## config.mk

```make
export PLATFORM = sky130hd
export DESIGN_NAME = lime_control_fsm
export DESIGN_NICKNAME = d
export VERILOG_FILES = /design/src/rtl/lime_control_fsm.sv
export SDC_FILE = /design/constraint.sdc
export NUM_CORES = 1
export LEC_CHECK = 0
export ABC_AREA = 1
export CAP_MARGIN = 20
export CORE_ASPECT_RATIO = 0.7
export CORE_MARGIN = 3
export CORE_UTILIZATION = 46
export CTS_CLUSTER_DIAMETER = 120
export CTS_CLUSTER_SIZE = 25
export DETAILED_ROUTE_END_ITERATION = 8
export GPL_ROUTABILITY_DRIVEN = 0
export GPL_TIMING_DRIVEN = 0
export PLACE_DENSITY_LB_ADDON = 0.3
export SETUP_SLACK_MARGIN = 0.2
export SLEW_MARGIN = 20
export SYNTH_ARGS = -nofsm -noshare
export SYNTH_HDL_FRONTEND = slang
export SYNTH_SLANG_ARGS = --single-unit
```

## constraint.sdc

```tcl
create_clock -name CLK -period 1.5 [get_ports CLK]
set_input_delay 0.15 -clock CLK [delete_from_list [all_inputs] [get_ports CLK]]
set_output_delay 0.15 -clock CLK [all_outputs]
set_load 0.005 [all_outputs]
```

## src/rtl/lime_control_fsm.sv

```systemverilog
// Multi-cycle control FSM for the 16-bit Lime processor: decodes the IR control field,
// sequences fetch/decode/execute/memory/writeback strobes, counts retired instructions.
module lime_control_fsm #(
  parameter logic [6:0] OP_HALT = 7'h7F,
  parameter logic [2:0] ALU_ADD = 3'b000,
  parameter logic [2:0] ALU_SUB = 3'b001
) (
  input  logic        CLK,
  input  logic        RESET_N,
  input  logic [6:0]  opcode,
  input  logic        mem_ready,
  output logic        PCWrite,
  output logic        IRWrite,
  output logic        IorD,
  output logic        memR,
  output logic        memW,
  output logic        mem2reg,
  output logic        regWrite,
  output logic [1:0]  ALUSrcA,
  output logic [1:0]  ALUSrcB,
  output logic [2:0]  ALUOp,
  output logic        PCSrc,
  output logic        branch,
  output logic [1:0]  branchType,
  output logic        halted,
  output logic        illegal,
  output logic [15:0] retired,
  output logic [3:0]  dbg_state
);

  typedef enum logic [3:0] {
    S_START, S_FETCH, S_DECODE, S_EXEC_R, S_EXEC_I, S_ALU_WB, S_MEM_ADDR,
    S_MEM_READ, S_MEM_WB, S_MEM_WRITE, S_BRANCH, S_JUMP, S_HALT
  } state_t;

  state_t      state_q, state_d;
  logic        illegal_q, illegal_d;
  logic [15:0] retired_q, retired_d;
  logic        retire;

  always_ff @(posedge CLK or negedge RESET_N) begin
    if (!RESET_N) begin
      state_q   <= S_START;
      illegal_q <= 1'b0;
      retired_q <= 16'd0;
    end else begin
      state_q   <= state_d;
      illegal_q <= illegal_d;
      retired_q <= retired_d;
    end
  end

  // Memory handshake: a read/write strobe is held steady from the first cycle of the
  // access until the cycle in which mem_ready is seen high; that cycle completes it.
  always_comb begin
    state_d    = state_q;
    illegal_d  = illegal_q;
    retire     = 1'b0;
    PCWrite    = 1'b0;
    IRWrite    = 1'b0;
    IorD       = 1'b0;
    memR       = 1'b0;
    memW       = 1'b0;
    mem2reg    = 1'b0;
    regWrite   = 1'b0;
    ALUSrcA    = 2'b00;
    ALUSrcB    = 2'b00;
    ALUOp      = ALU_ADD;
    PCSrc      = 1'b0;
    branch     = 1'b0;
    branchType = 2'b00;
    halted     = 1'b0;
    case (state_q)
      S_START: state_d = S_FETCH;
      S_FETCH: begin
        memR    = 1'b1;
        ALUSrcB = 2'b01;
        PCWrite = mem_ready;
        IRWrite = mem_ready;
        if (mem_ready) state_d = S_DECODE;
      end
      S_DECODE: begin
        // Precompute the branch target into ALUOut while the class is decoded.
        ALUSrcB = 2'b10;
        case (opcode[6:4])
          3'b000:         state_d = S_EXEC_R;
          3'b001:         state_d = S_EXEC_I;
          3'b010, 3'b011: state_d = S_MEM_ADDR;
          3'b100:         state_d = S_BRANCH;
          3'b101:         state_d = S_JUMP;
          default: begin
            state_d   = S_HALT;
            illegal_d = (opcode != OP_HALT);
          end
        endcase
      end
      S_EXEC_R: begin
        ALUSrcA = 2'b01;
        ALUOp   = opcode[2:0];
        state_d = S_ALU_WB;
      end
      S_EXEC_I: begin
        ALUSrcA = 2'b01;
        ALUSrcB = 2'b10;
        ALUOp   = opcode[2:0];
        state_d = S_ALU_WB;
      end
      S_ALU_WB: begin
        regWrite = 1'b1;
        retire   = 1'b1;
        state_d  = S_FETCH;
      end
      S_MEM_ADDR: begin
        ALUSrcA = 2'b01;
        ALUSrcB = 2'b10;
        state_d = (opcode[6:4] == 3'b010) ? S_MEM_READ : S_MEM_WRITE;
      end
      S_MEM_READ: begin
        memR = 1'b1;
        IorD = 1'b1;
        if (mem_ready) state_d = S_MEM_WB;
      end
      S_MEM_WB: begin
        regWrite = 1'b1;
        mem2reg  = 1'b1;
        retire   = 1'b1;
        state_d  = S_FETCH;
      end
      S_MEM_WRITE: begin
        memW = 1'b1;
        IorD = 1'b1;
        if (mem_ready) begin
          retire  = 1'b1;
          state_d = S_FETCH;
        end
      end
      S_BRANCH: begin
        ALUSrcA    = 2'b01;
        ALUOp      = ALU_SUB;
        branch     = 1'b1;
        branchType = opcode[1:0];
        PCSrc      = 1'b1;
        retire     = 1'b1;
        state_d    = S_FETCH;
      end
      S_JUMP: begin
        PCWrite = 1'b1;
        PCSrc   = 1'b1;
        retire  = 1'b1;
        state_d = S_FETCH;
      end
      S_HALT:  halted = 1'b1;
      default: state_d = S_START;
    endcase
    retired_d = retire ? retired_q + 16'd1 : retired_q;
  end

  assign illegal   = illegal_q;
  assign retired   = retired_q;
  assign dbg_state = state_q;

endmodule

```

==> results of run 1 <==
[cell families after synthesis]
group / after synthesis / share of synthesized area (%)
AOI/OAI and AO/OA: 26 / 10.8
other: 1 / 0.238
buffers and inverters: 33 / 9.06
DFF: 21 / 33.4
and+or+nand+nor: 146 / 42.4
adders and majority gates: 1 / 0.794
xor gates and xnor gates: 6 / 3.34
[cell usage after synthesis, drive strengths merged]
cell    count
nor3        3
or2         1
o31ai       1
buf         3
ha          1
o22ai       1
dfrtp      21
nand3b      3
xnor2       1
o21ai      20
nand4       9
xor2        5
inv        30
nand2      76
nand3      17
a21oi       3
conb        1
o21a        1
nor2       37
[timing repair]
item | CTS
endpoints found under the hold margin | 0
hold buffers | 0
resized for setup | 169
setup endpoints to repair | 59
pin swaps | 21
gates cloned | 3
setup buffers | 54
[stage by stage]
step,instances,cell area [um2],setup slack (ns),util [%],setup TNS [ns]
after floorplan,234,1600,0.186,-,0
after CTS,390,2880,-0.0646,89.6,-0.638
after detailed placement,329,2130,-0.310,66.5,-2.83
after global placement,329,2130,-0.310,66.5,-3.01
==> summary.md, run 1 <==
| Metric | Value |
|---|---|
| Largest net degree at the start of global routing | 22 |
| Syn nets | 245 |
| Synth Area per Inst | 6.73 um2 |
| Most area-consuming cells after synthesis | dfrtp_1, nand2_1, nor2_1 |
| Cell variety after synth | 28 |
| Sequential-to-total area share from yosys stat | 33.4% |
| Clk sink count | 21 |
| Share of the synthesized area in the top cell type | 33.4% |
| WEP type | primary output |
| FF+latch count, synth | 21 |
| Cell count after synthesis | 234 |
| IO Port Bufs | 48 |
| Post-Syn Area | 1580 um2 |
| Post-detail-place hpwl | 3100 um |
| H-tree depth | 1 |
| Starting density of the core | 49.0% |
| Die Height | 55.0 um |
| Err | [ERROR DPL-0033] detailed placement checks failed during check placement. |
| Cell accounting for the most synthesized area | dfrtp_1 |
| Post-GRT worst EP | ALUOp[0] |
| Core Rows | 17 |
| Top Ports | 50 |
| Root Driver | clkbuf_8 |
| CTS Buffer Depth | 2 |
| TritonCTS buffer count | 3 |
| Status | aborted with a tool error |
| Fail Step | 5_1_grt |
| Die width | 75.9 um |
| Antenna violations before repair | 0 |
| Synth Warn # | 0 |
==> inputs of run 2 (changes only) <==
==> config.mk (replaced) <==
export PLATFORM = sky130hd
export DESIGN_NAME = lime_control_fsm
export DESIGN_NICKNAME = d
export VERILOG_FILES = /design/src/rtl/lime_control_fsm.sv
export SDC_FILE = /design/constraint.sdc
export NUM_CORES = 1
export LEC_CHECK = 0
export ABC_AREA = 1
export CAP_MARGIN = 20
export CORE_MARGIN = 3
export CORE_UTILIZATION = 35
export DETAILED_ROUTE_END_ITERATION = 8
export GPL_ROUTABILITY_DRIVEN = 0
export GPL_TIMING_DRIVEN = 0
export PLACE_DENSITY_LB_ADDON = 0.15
export SLEW_MARGIN = 20
export SYNTH_ARGS = -nofsm -noshare
export SYNTH_HDL_FRONTEND = slang
export SYNTH_SLANG_ARGS = --single-unit
==> run 2 against run 1 <==
Net effect:
- the flow now finishes, with violations (setup timing)
- synthesized cell count unchanged
- synthesized area unchanged
==> summary.md, run 2 <==
| Metric | Value |
|---|---|
| Status | finished, violations left |
| Failing checks | setup timing |
| Final period util | 111% |
| Sequential-to-total area share from yosys stat | 33.4% (unchanged) |
| Drt first pass iters | 4 |
| Most frequent CP cell | nand2_1 |
| Total GRT Usage | 19.9% |
| GR peak layer | met2 |
| Main synth FF type | dfrtp_1 |
| Required @ worst endpoint | 1.35 ns |
| Min Hold Slack | 0.365 ns |
| Max Freq | 602 MHz |
| Slowest CP cell | dfrtp_2 |
| Cell accounting for the most synthesized area | dfrtp_1 |
| Post-layout util | 66.5% |
| First-pass GRT wire length | 8340 um |
| CP Launch Type | flip-flop |
| Clk_lat worst skew | 0.27 ns |
| Leak | 0.00129 uW |
| Max reg flops | 16 |
| Crit path max-delay family | buffers and inverters |
| DIE AREA | 5340 um2 |
| Die width | 73.1 um (-3.8%) |
| Most frequent cells in the layout | nand2_1, buf_4, clkdlybuf4s50_1, inv_1, nor2_1 |
| Setup CP Type | reg -> out |
| Final net count | 341 |
| Post-detail-place hpwl | 3210 um (+3.6%) |
| Cell variety after synth | 28 (unchanged) |
| Final WS setup | -0.161 ns |
| Met1 Usage GRT | 27.0% |
| FF+latch count, synth | 21 (unchanged) |
| Cell count after synthesis | 234 (unchanged) |
| Met3 usage | 3.44% |
| Worst slack, placed | -0.373 ns (-0.0634 ns) |
| Via Count | 1942 |
| H-tree depth | 1 (unchanged) |
| Synth Area per Inst | 6.73 um2 (unchanged) |
| Top Ports | 50 (unchanged) |
| DRT iter0 DRCs | 109 |
| CP peak stage delay | 0.47 ns |
| # fillers | 328 |
| TritonCTS buffer count | 3 (unchanged) |
| Number of synthesized flops with an enable pin | 0 (unchanged) |
| Detail Route Antenna Nets | 0 |
| Largest net degree at the start of global routing | 22 |
| FFs w/ async S/R, synth | 100% (unchanged) |
| Crit path arrival time | 1.51 ns |
| Antenna Cells | 0 |
| Commonest non-fill, non-tap cell in the layout | nand2_1 |
| Core Rows | 23 (+6) |
| Clk_skew | 0.0120 ns |
| Clock Pin Slew Worst Setup and Hold Paths | 0.08 ns |
| Share of the synthesized area in the top cell type | 33.4% (unchanged) |
| P&R area growth vs syn | 76.1% |
| Via density | 5.12 |
| Top-count cell post-synth | nand2_1 |
| Most area-consuming cells after synthesis | dfrtp_1, nand2_1, nor2_1 |
| Total design power | 5080 uW |
| Final hold viol count | 0 |
| Starting density of the core | 37.8% (-11 points) |
| Grt ovf | 0 |
| Worst-case vdd ir drop | 1.55 mV |
| Synth Warn # | 0 (unchanged) |
| Synth cell count leaders | nand2_1, nor2_1, inv_1, dfrtp_1, nand3_1 |
| Crit-path max FO | 3 |
| Fraction of layout cells with a size suffix above 1 | 41.9% |
| Die Height | 73.1 um (+33%) |
| Clk sink count | 21 (unchanged) |
| CP Capture Type | output pin |
| Drc violations | 0 |
| Avg WL per Cell | 15.5 um |
| P per Cell Area | 1830 nW/um2 |
| TritonCTS clock tree | done |
| Core area | 4170 um2 |
| Final setup fails | 34 |
| Root Driver | clkbuf_8 |
| Crit-path cells | buf_6, buf_4, nor2_2, nand2_1, nand2_1, clkdlybuf4s15_2 |
| RSZ-0062 raised after global routing | yes |
| Antenna violations before repair | 0 |
| Min cycle time layout | 1.66 ns |
| Met2 Track Usage GR | 32.2% |
| Syn nets | 245 (unchanged) |
| Vias in the first global route | 1784 |
| IO Port Bufs | 48 (unchanged) |
| Post-Syn Area | 1580 um2 (unchanged) |
| Worst hold path class | in -> async |
| Number of buffers and inverters on the critical path | 3 |
| Slew Limit Fails | 0 |
| Max-Cap Viols | 0 |
| CTS Buffer Depth | 2 (unchanged) |
| DRT Wirelength | 5880 um |
[run 2: cell families after synthesis]
kind of cell	Yosys count	synth area share, %
compound gates	26	10.8
xor+xnor	6	3.34
fa+ha+maj	1	0.794
buf+inv	33	9.06
flops	21	33.4
other cells	1	0.238
simple gates	146	42.4
[run 2: final timing paths]
kind	end	depth (start not counted)	slack, ns	startpoint
worst max-delay path	IorD	6	-0.16	dbg_state[2]
worst min-delay path	retired[12]	2	0.36	RESET_N
worst max register to register	dbg_state[3]	9	-0.09	dbg_state[2]
worst min register to register	illegal	1	0.50	illegal
max in group asynchronous	dbg_state[1]	2	0.76	RESET_N
min in group CLK	illegal	3	0.49	opcode[3]
[run 2: report_power, final]
group	internal (uW)	total (uW)	switching, uW	leakage [uW]
sequential	703	912	209	0.000273
clock	190	379	189	0.0000228
combinational	1940	3790	1850	0.000993
total	2830	5080	2250	0.00129
[run 2: layout make-up]
class                           count  area (um2)  share of cell area, %
Buffer                              3        42.5                   1.53
Sequential cell                    21         531                   19.1
Tap cell                           50        62.6                   2.26
Multi-Input combinational cell    180        1140                   41.1
Clock buffer                        4        45.0                   1.62
Inverter                           30         128                   4.60
Timing Repair Buffer               91         825                   29.7
[run 2: per-layer routing]
| metal | up-vias | wire, um |
|---|---|---|
| met5 | - | 0 |
| met4 | 0 | 156 |
| met3 | 17 | 248 |
| met2 | 62 | 2940 |
| met1 | 924 | 2540 |
| li1 | 939 | - |
[run 2: metrics by stage]
stage	TNS, ns	cell area (um2)	instances
6_report	-2.64	2770	379
5_1_grt	-4.56	2770	379
4_1_cts	-1.22	2530	364
3_5_place_dp	-3.07	2120	332
3_3_place_gp	-3.73	2120	332
2_1_floorplan	0	1580	234
[run 2: repair_timing]
action	in CTS	in global routing
cloned	0	1
hold endpoints to repair	0	21
buffers inserted	28	13
pin swaps	11	12
gates resized for setup	104	57
endpoints found under the setup margin	31	39
hold buffers	0	1
[run 2: worst reg2reg max path: cells and delay by family, from the launching register on]
kind            cells  cell delay [ns]
simple gates        5             0.46
buf+inv             3             0.40
compound gates      1             0.15
flops               1             0.47
Power figures use the tool's default switching activity.
==> inputs of run 3 (changes only) <==
--- a/config.mk
+++ b/config.mk
@@ -7,7 +7,6 @@
 export LEC_CHECK = 0
 export ABC_AREA = 1
 export CAP_MARGIN = 20
-export CORE_MARGIN = 3
 export CORE_UTILIZATION = 35
 export DETAILED_ROUTE_END_ITERATION = 8
 export GPL_ROUTABILITY_DRIVEN = 0
@@ -17,3 +16,4 @@
 export SYNTH_ARGS = -nofsm -noshare
 export SYNTH_HDL_FRONTEND = slang
 export SYNTH_SLANG_ARGS = --single-unit
+export TNS_END_PERCENT = 50
==> constraint.sdc (replaced) <==
create_clock -name CLK -period 1.5 [get_ports CLK]
set_input_delay 0.3 -clock CLK [delete_from_list [all_inputs] [get_ports CLK]]
set_output_delay 0.3 -clock CLK [all_outputs]
set_load 0.005 [all_outputs]
==> run 3 against run 2 <==
Net effect:
- the run ends with hold timing, setup timing left
- register-to-register slack worse by 0.08 ns
- clock power increased by 1%
- sequential share of layout area about the same
- global-route usage grew 1.7 points
- sequential power grew 0.9%
- wire length fell by 7.7%
- hold slack worse by 0.38 ns
- critical path depth fell by 1
- clock skew down 0.0038 ns
- maximum frequency decreased by 2.7%
- die area down 11%
- cell count up 0.79%
- critical path type unchanged
- largest cell class unchanged
==> summary.md, run 3 (synthesis gave the netlist of run 2 again) <==
| Metric | Value |
|---|---|
| Status | finished, violations left |
| Failing checks | hold timing, setup timing |
| CP peak stage delay | 0.49 ns (+0.02 ns) |
| Max reg flops | 16 (unchanged) |
| First-pass GRT wire length | 8340 um (about the same) |
| Antenna Cells | 0 (unchanged) |
| Crit path arrival time | 1.41 ns (-0.10 ns) |
| P per Cell Area | 1770 nW/um2 (-3.2%) |
| Top Ports | 50 (unchanged) |
| Sw Pwr | 2210 uW (-1.6%) |
| Drc violations | 0 (unchanged) |
| Crit-path cells | nand2_4, inv_4, a21oi_4, nand2_1, buf_2 |
| Placed Cells | 334 (+0.60%) |
| Post-layout util | 64.3% (-2.2 points) |
| Largest net degree at the start of global routing | 22 (unchanged) |
| Clk_lat worst skew | 0.27 ns (about the same) |
| Flop pwr share | 18.5% (+0.6 points) |
| Final WS setup | -0.207 ns (-0.0459 ns) |
| Post-detail-place hpwl | 3140 um (-2.1%) |
| Most frequent cells in the layout | nand2_1, buf_4, nor2_1, inv_1, buf_6 |
| Die Height | 69.1 um (-5.5%) |
| CP Launch Type | flip-flop |
| Worst-case vdd ir drop | 1.04 mV (-33%) |
| Max Freq | 586 MHz (-2.7%) |
| Power Internal | 2750 uW (-2.9%) |
| CTS Buffer Depth | 2 (unchanged) |
| Slew Limit Fails | 0 (unchanged) |
| DRT iter0 DRCs | 80 (-27%) |
| Final TNS setup | -4.89 ns (-2.24 ns) |
| Clk_skew | 0.00815 ns (-0.00380 ns) |
| RSZ-0062 raised after global routing | yes |
| IO Port Bufs | 48 (unchanged) |
| Drt first pass iters | 4 (unchanged) |
| Clock Power Share | 7.7% (+0.2 points) |
| Via density | 4.98 (-2.7%) |
| Worst hold path class | in -> async |
| Root Driver | clkbuf_8 |
| Min Hold Slack | -0.0181 ns (-0.383 ns) |
| CP Capture Type | output pin |
| Required @ worst endpoint | 1.20 ns (-0.15 ns) |
| DRT Wirelength | 5420 um (-7.7%) |
| Die width | 69.1 um (-5.5%) |
| Starting density of the core | 36.2% (-1.6 points) |
| # fillers | 354 (+7.9%) |
| Final period util | 114% (+3.1 points) |
| TritonCTS clock tree | done |
| Detail Route Antenna Nets | 0 (unchanged) |
| Core Rows | 24 (+4.3%) |
| P&R area growth vs syn | 77.7% |
| Fraction of layout cells with a size suffix above 1 | 44.5% (+2.6 points) |
| H-tree depth | 1 (unchanged) |
| Commonest non-fill, non-tap cell in the layout | nand2_1 |
| Hold Buf Count CTS | 0 (unchanged) |
| Min cycle time layout | 1.71 ns (+0.0459 ns) |
| Leak | 0.00146 uW (+13%) |
| Clk sink count | 21 (unchanged) |
| Comb pwr share | 73.7% (-0.9 points) |
| Slowest CP cell | dfrtp_2 |
| Final net count | 342 (+0.29%) |
| Total GRT Usage | 21.6% (+1.7 points) |
| Max-Cap Viols | 0 (unchanged) |
| Setup CP Type | reg -> out |
| Worst slack, placed | -0.540 ns (-0.167 ns) |
| Grt ovf | 0 (unchanged) |
| Finished Layout Cells | 382 (+0.79%) |
| Final setup fails | 35 (+2.9%) |
| Clock Pin Slew Worst Setup and Hold Paths | 0.08 ns (about the same) |
| Antenna violations before repair | 0 (unchanged) |
| Final hold viol count | 21 (+21) |
| Via Count | 1904 (-2.0%) |
| Vias in the first global route | 1703 (-4.5%) |
| Crit-path max FO | 5 (+2) |
| DIE AREA | 4770 um2 (-11%) |
| Avg WL per Cell | 14.2 um (-8.5%) |
| TritonCTS buffer count | 3 (unchanged) |
| Sw Ratio | 44.6% (+0.30 points) |
| Core area | 4350 um2 (+4.3%) |
==> run 3: per-layer routing <==
layer	wire, um	global-route usage [%]
met3	233	3.36
met4	146	3.63
met1	2330	28.3
met5	0	0
met2	2710	37.8
==> run 3: critical path: cells and delay by family, from the launching register on <==
family          cells  cell delay [ns]
compound gates      1             0.22
flops               1             0.49
buf+inv             2             0.19
simple gates        2             0.23
==> run 3: power groups by stage <==
stage | clock network (uW) | registers (uW) | logic [uW]
floorplan | 0 | 869 | 1030
global placement | 0 | 893 | 1870
detailed placement | 0 | 888 | 1870
CTS | 392 | 892 | 3000
global route | 420 | 937 | 3890
finish | 384 | 920 | 3660
==> run 3: final cells by class <==
cell class | count | area (um2) | share of cell area, %
tap | 52 | 65.1 | 2.32
clock buffer | 4 | 45.0 | 1.61
multi-input combinational | 180 | 1170 | 41.8
inverter | 30 | 125 | 4.47
timing repair buffer | 92 | 822 | 29.4
buffer | 3 | 37.5 | 1.34
sequential | 21 | 534 | 19.1
==> run 3: stage by stage <==
stage	total power, uW	cell area [um2]
2_1_floorplan	1900	1580
3_3_place_gp	2770	2120
3_5_place_dp	2760	2120
4_1_cts	4280	2570
5_1_grt	5250	2800
6_report	4970	2800
==> run 3: what timing repair did <==
item	CTS	global route
setup endpoints to repair	47	43
gates cloned	1	1
gates resized for setup	150	46
pin swaps	21	19
buffers inserted	33	9
==> run 3: path summary, 6_finish.rpt <==
path,slack [ns],from,end,cells past startpoint
worst max register to register,-0.17,dbg_state[2],retired[6],8
max in group asynchronous,1.15,RESET_N,retired[5],1
min in group CLK,0.50,illegal,illegal,1
worst min-delay path,-0.02,RESET_N,retired[12],1
worst min register to register,0.50,illegal,illegal,1
worst max-delay path,-0.21,dbg_state[2],ALUSrcA[0],5
==> inputs of run 4 (changes only) <==
--- a/config.mk
+++ b/config.mk
@@ -11,7 +11,9 @@
 export DETAILED_ROUTE_END_ITERATION = 8
 export GPL_ROUTABILITY_DRIVEN = 0
 export GPL_TIMING_DRIVEN = 0
+export HOLD_SLACK_MARGIN = 0.08
 export PLACE_DENSITY_LB_ADDON = 0.15
+export REMOVE_ABC_BUFFERS = 1
 export SLEW_MARGIN = 20
 export SYNTH_ARGS = -nofsm -noshare
 export SYNTH_HDL_FRONTEND = slang
==> run 4 against run 3 <==
Net effect:
- the flow finishes with violations (setup timing)
- sequential power increased by 0.8%
- combinational power decreased by 8.2%
- sequential share of layout area increased by 0.54 points
- cell count decreased by 1.6%
- via count increased by 1.4%
- clock power increased by 4%
- critical path type unchanged
- critical endpoint is now regWrite
- largest power group unchanged
- highest routed layer unchanged
==> summary.md, run 4 (synthesis gave the netlist of run 2 again) <==
| Metric | Value |
|---|---|
| Status | finished, violations left |
| Failing checks | setup timing |
| Worst-case vdd ir drop | 0.947 mV (-9.3%) |
| Final setup fails | 38 (+8.6%) |
| Fraction of layout cells with a size suffix above 1 | 41.0% (-3.5 points) |
| Leak | 0.00143 uW (-1.9%) |
| H-tree depth | 1 (unchanged) |
| Post-detail-place hpwl | 2810 um (-10%) |
| CP Launch Type | flip-flop |
| Worst R2R Start | dbg_state[3] |
| Clock Pin Slew Worst Setup and Hold Paths | 0.09 ns (about the same) |
| Met3 usage | 2.05% (-1.3 points) |
| Vias in the first global route | 1791 (+5.2%) |
| CTS Buffer Depth | 2 (unchanged) |
| Post-layout util | 62.6% (-1.6 points) |
| DRT iter0 DRCs | 86 (+7.5%) |
| Starting density of the core | 36.2% (unchanged) |
| Number of buffers and inverters on the critical path | 3 (+1) |
| Drc violations | 0 (unchanged) |
| Total GRT Usage | 21.4% (-0.24 points) |
| Max Freq | 564 MHz (-3.7%) |
| Crit-path cells | buf_6, buf_12, nand2_8, nor3_2, or2_4, buf_6 |
| P per Cell Area | 1720 nW/um2 (-3.1%) |
| DIE AREA | 4770 um2 (unchanged) |
| Met2 Track Usage GR | 37.6% (-0.11 points) |
| Root Driver | clkbuf_8 |
| Worst R2R Path Depth | 8 (unchanged) |
| Final TNS setup | -4.59 ns (+0.293 ns) |
| Via Count | 1931 (+1.4%) |
| Min cycle time layout | 1.77 ns (+0.0654 ns) |
| DRT Wirelength | 5630 um (+3.7%) |
| Slew Limit Fails | 0 (unchanged) |
| Crit-path max FO | 6 (+1) |
| CP peak stage delay | 0.46 ns (-0.03 ns) |
| R2r setup slk | -0.10 ns (+0.07 ns) |
| Worst slack, placed | -0.481 ns (+0.0595 ns) |
| Setup CP Type | reg -> out |
| Total design power | 4690 uW (-5.6%) |
| Hold Crit Start | illegal |
| Least-Margin Pin Slew | 0.501 ns |
| Most frequent cells in the layout | nand2_1, inv_1, nor2_1, buf_2, buf_4 |
| Via density | 5.14 (+3.0%) |
| GR peak layer | met2 |
| Slowest CP cell | dfrtp_2 |
| Core Rows | 24 (unchanged) |
| Die width | 69.1 um (unchanged) |
| Final period util | 118% (+4.4 points) |
| Drt first pass iters | 5 (+1) |
| Top Ports | 50 (unchanged) |
| Worst Hold Endpoint | illegal |
| First-pass GRT wire length | 8240 um (-1.2%) |
| Max reg flops | 16 (unchanged) |
| IO Port Bufs | 48 (unchanged) |
| Crit path max-delay family | flip-flops |
| TritonCTS buffer count | 3 (unchanged) |
| Final hold viol count | 0 (-100%) |
| CP Capture Type | output pin |
| Worst hold path class | reg -> reg |
| Core area | 4350 um2 (unchanged) |
| Avg WL per Cell | 15.0 um (+5.4%) |
| Grt ovf | 0 (unchanged) |
| Slew headroom | 66.6% |
| Worst r2r dst | retired[0] |
| Hold path cells | 1 |
| Final WS setup | -0.272 ns (-0.0654 ns) |
| Clk_skew | 0.00487 ns (-0.00328 ns) |
| Most frequent CP cell | buf_6 |
| Min Hold Slack | 0.507 ns (+0.525 ns) |
| Crit path arrival time | 1.47 ns (+0.06 ns) |
| Met1 Usage GRT | 26.6% (-1.7 points) |
| Largest net degree at the start of global routing | 22 (unchanged) |
| Antenna Cells | 0 (unchanged) |
| Commonest non-fill, non-tap cell in the layout | nand2_1 |
| Detail Route Antenna Nets | 0 (unchanged) |
| Die Height | 69.1 um (unchanged) |
| TritonCTS clock tree | done |
| Max-Cap Viols | 0 (unchanged) |
| Antenna violations before repair | 0 (unchanged) |
| Required @ worst endpoint | 1.20 ns (about the same) |
| Clk sink count | 21 (unchanged) |
| RSZ-0062 raised after global routing | yes |
| Final net count | 336 (-1.8%) |
| P&R area growth vs syn | 73.2% |
| Clk_lat worst skew | 0.27 ns (about the same) |
run 4: area by class of cell:
class,count,area [um2]
Timing Repair Buffer,86,778
Fill cell,364,1630
Multi-Input combinational cell,183,1180
Clock buffer,4,45.0
Inverter,30,123
Sequential cell,21,536
Tap cell,52,65.1
run 4: power breakdown:
part	leakage [uW]	switching, uW	internal [uW]
Combinational	0.00114	1740	1620
Clock	0.0000228	208	190
Sequential	0.000267	222	705
run 4: worst max-delay path by stage:
stage	start	to	slack [ns]	depth (start not counted)
global route	dbg_state[0]	regWrite	-0.32	5
floorplan	dbg_state[1]	retired[0]	0.06	5
detailed placement	dbg_state[3]	ALUOp[0]	-0.48	6
global placement	dbg_state[3]	ALUOp[0]	-0.53	6
finish	dbg_state[3]	regWrite	-0.27	6
CTS	dbg_state[2]	ALUOp[0]	-0.22	7
run 4: per-stage QoR:
step,cell area (um2),instances
6_report,2730,376
3_5_place_dp,2090,331
3_3_place_gp,2090,331
4_1_cts,2490,363
5_1_grt,2730,376
2_1_floorplan,1550,231
run 4: layer usage:
metal,vias up,share of wire [%]
li1,931,-
met1,909,43
met2,73,50
met3,18,3.7
met4,0,3.2
met5,-,0
run 4: worst reg2reg max path: stages (launching register included):
cell,delay (ns)
dfrtp_2,0.46
buf_6,0.14
buf_12,0.12
nand2_8,0.09
nor2_2,0.07
nor2_4,0.12
buf_12,0.14
nand3_4,0.15
xor2_1,0.19
run 4: what timing repair did:
item | in CTS | in global routing
pin swaps | 20 | 16
setup buffers | 25 | 12
hold buffers | 0 | 1
resized for setup | 150 | 40
hold endpoints to repair | 0 | 21
setup endpoints to repair | 50 | 47
cloned | 3 | 0
